--- config.mk ---
export PLATFORM = sky130hd
export DESIGN_NAME = transform_scheduler
export DESIGN_NICKNAME = d
export VERILOG_FILES = /design/src/rtl/transform_scheduler.sv
export SDC_FILE = /design/constraint.sdc
export NUM_CORES = 1
export LEC_CHECK = 0
export ABC_AREA = 1
export CAP_MARGIN = 15
export CORE_ASPECT_RATIO = 1.1
export CORE_MARGIN = 2
export CORE_UTILIZATION = 51
export CTS_BUF_LIST = sky130_fd_sc_hd__clkbuf_8
export DETAILED_ROUTE_END_ITERATION = 7
export HOLD_SLACK_MARGIN = 0.12
export PLACE_DENSITY = 0.79
export SYNTH_ARGS = -nofsm -noshare
export SYNTH_HDL_FRONTEND = slang
export SYNTH_SLANG_ARGS = --single-unit
--- constraint.sdc ---
create_clock -name clk_in -period 6.29 [get_ports clk_in]
set_input_delay 1.258 -clock clk_in [delete_from_list [all_inputs] [get_ports clk_in]]
set_output_delay 1.258 -clock clk_in [all_outputs]
set_load 0.05 [all_outputs]
--- src/rtl/transform_scheduler.sv ---
// Transform scheduler: round-robin arbitration of two vertex requesters onto a
// single in-order transform datapath, tagging each issue with its requester and
// buffering returned results behind a credit-limited occupancy count.
module transform_scheduler #(
    parameter int DEPTH    = 8,
    parameter int PIPE_LAT = 0
) (
    input  logic                   clk_in,
    input  logic                   rst,
    input  logic                   req0_valid,
    input  logic [47:0]            req0_f,
    input  logic [15:0]            req0_w,
    output logic                   req0_ready,
    input  logic                   req1_valid,
    input  logic [47:0]            req1_f,
    input  logic [15:0]            req1_w,
    output logic                   req1_ready,
    output logic [47:0]            pipe_f,
    output logic [15:0]            pipe_w,
    output logic                   pipe_valid,
    input  logic [47:0]            pipe_result,
    input  logic                   pipe_result_valid,
    output logic                   out_valid,
    output logic [47:0]            out_data,
    output logic                   out_id,
    input  logic                   out_ready,
    output logic [$clog2(DEPTH):0] occupancy,
    output logic                   tag_err
);

    localparam int AW = $clog2(DEPTH);
    localparam int OW = AW + 1;
    localparam logic [OW-1:0] DEPTH_C = OW'(DEPTH);
    // Result entry layout: {counted, id, data}
    localparam int RW = 50;

    // The datapath latency is documentation only; the scheduler relies solely
    // on results coming back in issue order.
    if (PIPE_LAT < 0) begin : g_latNote
    end

    logic              r_lastGrant;
    logic [OW-1:0]     r_occ;
    logic              r_pipeValid;
    logic [47:0]       r_pipeF;
    logic [15:0]       r_pipeW;
    logic              r_tagErr;

    logic              r_tagMem [DEPTH];
    logic [AW:0]       r_tagWr;
    logic [AW:0]       r_tagRd;

    logic [RW-1:0]     r_resMem [DEPTH];
    logic [AW:0]       r_resWr;
    logic [AW:0]       r_resRd;

    logic              w_grantId;
    logic              w_anyValid;
    logic              w_hasCredit;
    logic              w_accept;
    logic              w_tagEmpty;
    logic              w_tagFull;
    logic              w_tagPush;
    logic              w_tagPop;
    logic              w_resEmpty;
    logic              w_resFull;
    logic              w_resPush;
    logic              w_resPop;
    logic              w_headCounted;
    logic              w_popCredit;
    logic              w_dropCredit;
    logic              w_tagFault;
    logic              w_inId;
    logic [RW-1:0]     w_resHead;
    logic [RW-1:0]     w_resEntry;
    logic [OW-1:0]     w_occNext;

    // FIFO status: equal indices with differing wrap bits means full.
    assign w_tagEmpty = (r_tagWr == r_tagRd);
    assign w_tagFull  = (r_tagWr[AW] != r_tagRd[AW]) &&
                        (r_tagWr[AW-1:0] == r_tagRd[AW-1:0]);
    assign w_resEmpty = (r_resWr == r_resRd);
    assign w_resFull  = (r_resWr[AW] != r_resRd[AW]) &&
                        (r_resWr[AW-1:0] == r_resRd[AW-1:0]);

    // Head of the result FIFO drives the output directly (first-word fall-through).
    assign w_resHead     = r_resMem[r_resRd[AW-1:0]];
    assign w_headCounted = w_resHead[49];
    assign out_valid     = !w_resEmpty;
    assign out_id        = w_resHead[48];
    assign out_data      = w_resHead[47:0];
    assign w_resPop      = out_valid && out_ready;

    // Only results that were issued through an accept hold a credit; orphan
    // results flagged as tag errors are buffered but never counted.
    assign w_popCredit  = w_resPop && w_headCounted;
    assign w_hasCredit  = (r_occ < DEPTH_C) || w_popCredit;

    // Round-robin choice: on contention favour the requester not granted last.
    always_comb begin
        w_grantId = 1'b0;
        if (req0_valid && req1_valid) begin
            w_grantId = ~r_lastGrant;
        end else if (req1_valid) begin
            w_grantId = 1'b1;
        end
    end

    // Ready is gated by reset so nothing is accepted while reset is held.
    assign w_anyValid = req0_valid || req1_valid;
    assign w_accept   = rst && w_anyValid && w_hasCredit;
    assign req0_ready = w_accept && !w_grantId;
    assign req1_ready = w_accept &&  w_grantId;

    // Tag bookkeeping for returning results.
    assign w_tagPush  = w_accept && !w_tagFull;
    assign w_tagPop   = pipe_result_valid && !w_tagEmpty;
    assign w_inId     = w_tagEmpty ? 1'b0 : r_tagMem[r_tagRd[AW-1:0]];
    assign w_resEntry = {!w_tagEmpty, w_inId, pipe_result};
    assign w_resPush  = pipe_result_valid && !w_resFull;

    // A counted result dropped on overflow still returns its credit.
    assign w_dropCredit = pipe_result_valid && w_resFull && !w_tagEmpty;
    assign w_tagFault   = pipe_result_valid && (w_tagEmpty || w_resFull);

    assign w_occNext = r_occ + OW'(w_accept) - OW'(w_popCredit) - OW'(w_dropCredit);

    assign pipe_valid = r_pipeValid;
    assign pipe_f     = r_pipeF;
    assign pipe_w     = r_pipeW;
    assign occupancy  = r_occ;
    assign tag_err    = r_tagErr;

    // Register the granted vertex toward the datapath with a one-cycle strobe.
    always_ff @(posedge clk_in or negedge rst) begin
        if (!rst) begin
            r_pipeValid <= 1'b0;
            r_pipeF     <= '0;
            r_pipeW     <= '0;
        end else begin
            r_pipeValid <= w_accept;
            if (w_accept) begin
                r_pipeF <= w_grantId ? req1_f : req0_f;
                r_pipeW <= w_grantId ? req1_w : req0_w;
            end
        end
    end

    // Remember the last winner; it only moves when a vertex is actually taken.
    always_ff @(posedge clk_in or negedge rst) begin
        if (!rst) begin
            r_lastGrant <= 1'b1;
        end else if (w_accept) begin
            r_lastGrant <= w_grantId;
        end
    end

    // Occupancy tracks issued-but-not-yet-consumed vertices.
    always_ff @(posedge clk_in or negedge rst) begin
        if (!rst) begin
            r_occ <= '0;
        end else begin
            r_occ <= w_occNext;
        end
    end

    // Sticky error: orphan result or result arriving into a full buffer.
    always_ff @(posedge clk_in or negedge rst) begin
        if (!rst) begin
            r_tagErr <= 1'b0;
        end else if (w_tagFault) begin
            r_tagErr <= 1'b1;
        end
    end

    // Tag FIFO pointers.
    always_ff @(posedge clk_in or negedge rst) begin
        if (!rst) begin
            r_tagWr <= '0;
            r_tagRd <= '0;
        end else begin
            if (w_tagPush) begin
                r_tagWr <= r_tagWr + 1'b1;
            end
            if (w_tagPop) begin
                r_tagRd <= r_tagRd + 1'b1;
            end
        end
    end

    // Tag FIFO storage; contents are irrelevant while the pointers say empty.
    always_ff @(posedge clk_in) begin
        if (w_tagPush) begin
            r_tagMem[r_tagWr[AW-1:0]] <= w_grantId;
        end
    end

    // Result FIFO pointers.
    always_ff @(posedge clk_in or negedge rst) begin
        if (!rst) begin
            r_resWr <= '0;
            r_resRd <= '0;
        end else begin
            if (w_resPush) begin
                r_resWr <= r_resWr + 1'b1;
            end
            if (w_resPop) begin
                r_resRd <= r_resRd + 1'b1;
            end
        end
    end

    // Result FIFO storage.
    always_ff @(posedge clk_in) begin
        if (w_resPush) begin
            r_resMem[r_resWr[AW-1:0]] <= w_resEntry;
        end
    end

endmodule
# == After elaboration in Yosys (flattened, before gate mapping) ==
# Memory sizes are Yosys's and may differ from the RTL's.
# Cells that the tools add are included.
# op_classes
n_addsub,7
magnitude_cmp,1
eq_ne,6
mux,9
bitwise,1
n_reduce_logical,23
# op_table
cell,count
$mux W48,1
$add A4 B1 Y4 const B,4
$mux W16,1
$logic_and A1 B1 Y1,15
$eq A4 B4 Y1,2
$sub A4 B1 Y4,2
$mux W1,7
$eq A3 B3 Y1,2
$logic_not A1 Y1,5
$add A4 B1 Y4,1
$lt A4 B4 Y1 const B,1
$logic_or A1 B1 Y1,3
$ne A1 B1 Y1,2
$not A1 Y1,1
# word_totals
reg_bits,87
ramBits,408
inputBits,182
output_inout_bits,122
elab_cells,59
n_memories,2
# memory_table
memory,depth,width,rd,rd_ports_with_merged_regs,write_ports,line_no,rtl
r_resMem,8,50,1,0,1,53,logic [RW-1:0] r_resMem [DEPTH];
r_tagMem,8,1,1,0,1,49,logic r_tagMem [DEPTH];

# == Depth between registers and ports, before layout ==
# logic_depth
word_depth,9
mapped_depth,17
mapped_depth_nobuf,15

# == Least setup slack after synthesis ==
# No wires, ideal clock.
# synth_timing
path_type,input-to-reg
startpoint,in pipe_result_valid
endpoint,mem r_resMem[6][0] (enable)
setup_ns,0.582
arrival_ns,6.122
t_required_ns,5.708
slack_ns,-0.414
path_stages,2
path_buffers,0
cell_sequence,nand2_1 > nor4_1
# synth_between
elab_chain_len,3
# synth_rtl
item,line_no,rtl
from (decl),22,"input logic pipe_result_valid,"
$logic_and A1 B1 Y1,120,assign w_resPush = pipe_result_valid && !w_resFull;
$mux W1,215,if (w_resPush) begin
$mux W1 (implied by the code),216,r_resMem[r_resWr[AW-1:0]] <= w_resEntry;
to (decl),53,
# Every way passes these cells.

# == Worst setup path after layout ==
# layout_timing
startpoint,reg r_resRd[0]
endpoint,out req0_ready
# layout_between
elab_chain_len,7
elab_cells_between_ends,8
classes_between,eq/ne: 1; reduce/logical: 6; memory: 1
# layout_rtl
item,line_no,rtl
from (decl),55,logic [AW:0] r_resRd;
from (signal assigned),208,r_resRd <= r_resRd + 1'b1;
branches (longest 3 deep; another with $mem_v2 Z8 W50),--,
$logic_and A1 B1 Y1 *,96,assign w_popCredit = w_resPop && w_headCounted;
$logic_or A1 B1 Y1 *,97,assign w_hasCredit = (r_occ < DEPTH_C) || w_popCredit;
$logic_and A1 B1 Y1 *,111,assign w_accept = rst && w_anyValid && w_hasCredit;
$logic_and A1 B1 Y1 *,112,assign req0_ready = w_accept && !w_grantId;
to (decl),13,"output logic req0_ready,"
# Mark *: on every way between the ends.

==> impl.org <==
** Critical path
- Capturing element type of the critical path :: output port
- STA classifies the critical path startpoint as a flip-flop.
- The worst register-to-register path begins at r_resRd[0].
- Required time reported for the critical path endpoint :: 5.03 ns
- Register-to-register path setup slack :: 2.29 ns
- For the worst flop-to-flop path, the logic depth is 15.
- Critical path class :: reg2out
- In this run the worst path has a maximum fanout of 93.
- Data on the critical path arrives at its endpoint at 4.18 ns.
- In this run the critical register-to-register path is captured at occupancy[3].

** Timing
- Period minus WS final :: 5.44 ns
- Setup violations remaining at the end of the flow were counted as 0.
- The number of hold violations in the final report is 0.
- Worst-case hold slack :: 0.461 ns
- Based on the critical path, the design can be clocked at up to 184 MHz.
- TNS Setup :: 0 ns
- At the pin with the least slew margin, the transition time is 0.950 ns.
- Relative slew margins :: 0.365
- The total count of max-transition violations in the final report came to 0.
- On the final layout, the worst clock skew is 0.0327 ns.
- Dividing the final minimum period by the clock period gives 0.864.
- Setup repair after global routing missed its margin :: false

** Finish
- The area growth from synthesis to layout is 24.4%.
- Count of fill cells added during filler insertion :: 2929
- The final layout contains roughly 2100 nets.
- In the final layout, the share of cells above drive strength 1 is 0.0753.
- Count of placed standard cells in the final layout, fillers left out :: roughly 2500

** Yosys
- By area the synthesized netlist is led by sky130_fd_sc_hd__edfxtp_1, sky130_fd_sc_hd__dfrtp_1, sky130_fd_sc_hd__nor2_1.
- Top cell type's share of synthesized area :: 0.613
- Average footprint of a synthesized cell :: 12.4 um^2
- Net count of the mapped netlist :: approximately 1800
- The largest total area in the synthesized netlist belongs to sky130_fd_sc_hd__edfxtp_1.
- Gate count after technology mapping :: roughly 1600
- Of the synthesized area, sequential elements account for 0.722.
- Number of synthesized register bits :: 495
- After synthesis the cells add up to 0.0200 mm^2.
- Count of distinct cell types in the synthesized netlist :: 33
- Warnings from Yosys :: 0

** Pwr
- The share of total power dissipated in sequential elements is 0.356.
- Leakage power figure :: 9.05 nW
- The internal power of the cells totals around 0.0074 W.
- The share of total power dissipated in the clock network is 0.186.
- Dividing total power by cell area gives a power density of 530 mW/mm^2.
- The worst-case IR drop observed on VDD is 0.000450 V.
- Of the total power, the share spent switching nets is 0.441.
- The analysis attributes to net switching a power of 0.00581 W.
- Of the total power, combinational logic draws 0.458.
- The design draws 0.0132 W.

** Status
- Run status :: finished, final reports clean

** Flow run
- Max-cap violations in this run came to 0.

** Floorplanning
- Core box area :: 0.0389 mm^2
- The die covers around 0.041 mm^2.
- Die boundary width :: 193 um
- a little over 300 I/O pins were placed.
- The initial utilization of the core area, before any placement, comes to 0.514.
- After floorplanning, the core was divided into 76 placement rows.
- The floorplan step set the die height to 212 um.

** Min path
- Along the worst hold path, the cell count comes to 1.
- Hold path startpoint :: tag_err
- The tightest min-delay check is of the reg2reg type.
- The path with the worst hold slack has its endpoint at tag_err.

** Placement
- Detailed placement ended at an HPWL of ~30 mm.
- Placed cell count :: 2335
- Buffers placed on the I/O ports in this run total around 300.
- The congestion estimate from routability-driven global placement came to 0.860.

** Drt
- Via-per-instance ratio :: ~5.5
- Wires add up to roughly 50 mm.
- After detailed routing, the number of remaining DRC violations is 0.
- The first routing iteration left between 1000 and 1500 violations.
- Once detail routing completed, the nets flagged for antenna violations numbered 0.
- The routed layout has 13600 vias.
- In the final routed layout, each cell accounts on average for 20.1 um.
- Number of detailed-route iterations in the first pass :: 7

** Global routing
- Most used routing layer in global routing :: met2
- The first global-routing pass estimated 74.9 mm of wire.
- Entering global routing, the biggest net connects 155 pins.
- For met2 alone, demand over resource in global routing was 0.412.
- Met3 Track Usage GR :: 0.0870
- The number of antenna violations at the first check in global routing came to 13.
- Vias in the first global route :: ~14000
- In the global route stage, overall resource usage came out at 0.244.
- The total overflow left after global routing is 0.
- For met1 alone, demand over resource in global routing was 0.283.

** Clock tree
- The tree is rooted in a sky130_fd_sc_hd__clkbuf_8.
- Buffers added to address setup during post-CTS repair amount to 0.
- The clock reaches the later pin of the worst-skew pair after a little over 0.6 ns.
- Bufs on Longest Clock Path :: 3
- Hold-fix buffer count after cts :: 0
- The clock drives around 500 sinks.
- The H-tree was split into 3 levels.
- Clock transition at the registers of the reported paths :: around 0.060 ns
- TritonCTS built the clock tree.
- Gates resized during post-CTS repair numbered 0.
- Clock buffers created by TritonCTS :: 76
-- area by class of cell --
| type | count | area, um^2 | share of cell area |
|---|---|---|---|
| multi-input combinational | 981 | 5030 | 0.203 |
| inverter | 30 | 116 | 0.00468 |
| clock buffer | 80 | 1100 | 0.0443 |
| timing repair buffer | 322 | 3220 | 0.130 |
| clock inverter | 57 | 279 | 0.0112 |
| tap | 507 | 634 | 0.0255 |
| antenna | 10 | 25.0 | 0.00101 |
| sequential | 495 | 14400 | 0.581 |
-- flip-flops by register name, summed over array words and instances, names as in the netlist, 4 cells and up --
signal	count
occupancy	4
r_tagWr	4
pipe_f	48
pipe_w	16
r_tagRd	4
r_resWr	4
r_tagMem	8
r_resRd	4
r_resMem	400
-- layout by cell type, fill, tap and decap left out, types with 3 or more instances in the layout --
cell and n:
sky130_fd_sc_hd__inv_1 46, sky130_fd_sc_hd__xor2_1 11, sky130_fd_sc_hd__clkinv_1 20, sky130_fd_sc_hd__o21ai_2 10, sky130_fd_sc_hd__a31oi_1 49, sky130_fd_sc_hd__mux2i_1 64, sky130_fd_sc_hd__clkbuf_8 80, sky130_fd_sc_hd__nand3_1 16
sky130_fd_sc_hd__xnor2_1 5, sky130_fd_sc_hd__clkdlybuf4s50_1 302, sky130_fd_sc_hd__nand2_1 122, sky130_fd_sc_hd__ha_1 7, sky130_fd_sc_hd__diode_2 10, sky130_fd_sc_hd__nand2_4 3, sky130_fd_sc_hd__o22ai_1 49, sky130_fd_sc_hd__nand4_1 6
sky130_fd_sc_hd__buf_12 4, sky130_fd_sc_hd__edfxtp_1 408, sky130_fd_sc_hd__dfrtp_1 84, sky130_fd_sc_hd__nor2_4 8, sky130_fd_sc_hd__clkinv_2 12, sky130_fd_sc_hd__o21ai_0 206, sky130_fd_sc_hd__buf_4 16, sky130_fd_sc_hd__o21ai_1 50
sky130_fd_sc_hd__nor2_1 365
-- worst max-delay path by stage --
stage	start	end	slack, ns	cells past startpoint
2_1_floorplan	pipe_result_valid	r_resMem[6][0]	1.70	2
3_3_place_gp	out_ready	req0_ready	1.21	8
3_5_place_dp	out_ready	req0_ready	1.20	8
4_1_cts	r_resRd[0]	req0_ready	0.74	10
5_1_grt	r_resRd[0]	req0_ready	0.57	10
6_report	r_resRd[0]	req0_ready	0.85	10
-- per-stage QoR --
stage / util / instance area (um^2) / worst slack, ns
after detailed placement: 0.603 / 23400 / 1.20
after floorplan: - / 20000 / 1.70
after CTS: 0.638 / 24800 / 0.742
final: 0.639 / 24800 / 0.854
after global placement: 0.603 / 23400 / 1.21
after global routing: 0.639 / 24800 / 0.572
-- synth_stat cells (all sizes together) --
cell    number
fa           2
buf         40
nand2      126
a21o         1
xnor2        5
xor2        11
and3         1
nand3       16
dfstp        1
nand4        6
edfxtp     408
mux2i       64
inv         30
or2          1
nor2       373
nor4         1
o32ai        2
o21a         1
o22ai       49
a31oi       49
dfrtp       86
o21ai      266
ha           7
clkbuf      61
-- power groups by stage --
stage	clock [W]	sequential, W	combinational, W
global placement	0	0.00472	0.00594
CTS	0.00250	0.00469	0.00608
global route	0.00264	0.00476	0.00649
detailed placement	0	0.00474	0.00606
finish	0.00245	0.00469	0.00603
floorplan	0	0.00535	0.00342
-- metal layers --
metal	part of all wire	wire length, um	up-vias
met1	0.37	18600	6557
met2	0.50	24900	559
met3	0.10	4960	83
met4	0.024	1190	10
li1	-	-	6366
met5	0.0037	186	-
-- critical path: stages (launching register included) --
cell,delay [ns]
sky130_fd_sc_hd__dfrtp_4,0.71
sky130_fd_sc_hd__inv_4,0.72
sky130_fd_sc_hd__nand2_1,0.11
sky130_fd_sc_hd__nand3_1,0.11
sky130_fd_sc_hd__nand3_1,0.07
sky130_fd_sc_hd__nand2_1,0.10
sky130_fd_sc_hd__nand2_2,0.10
sky130_fd_sc_hd__nand2_4,0.11
sky130_fd_sc_hd__nand2_4,0.29
sky130_fd_sc_hd__nor2_1,0.33
sky130_fd_sc_hd__clkdlybuf4s50_1,0.87
-- cells by family after synthesis --
family                   share of synthesized area
flip-flops                                   0.722
XOR/XNOR                                   0.00701
multiplexers                                0.0321
AND/OR/NAND/NOR                              0.102
adder cells (fa/ha/maj)                    0.00639
buffers and inverters                       0.0297
AO/OA/AOI/OAI                                0.101
(Power assumes the default switching activity.)
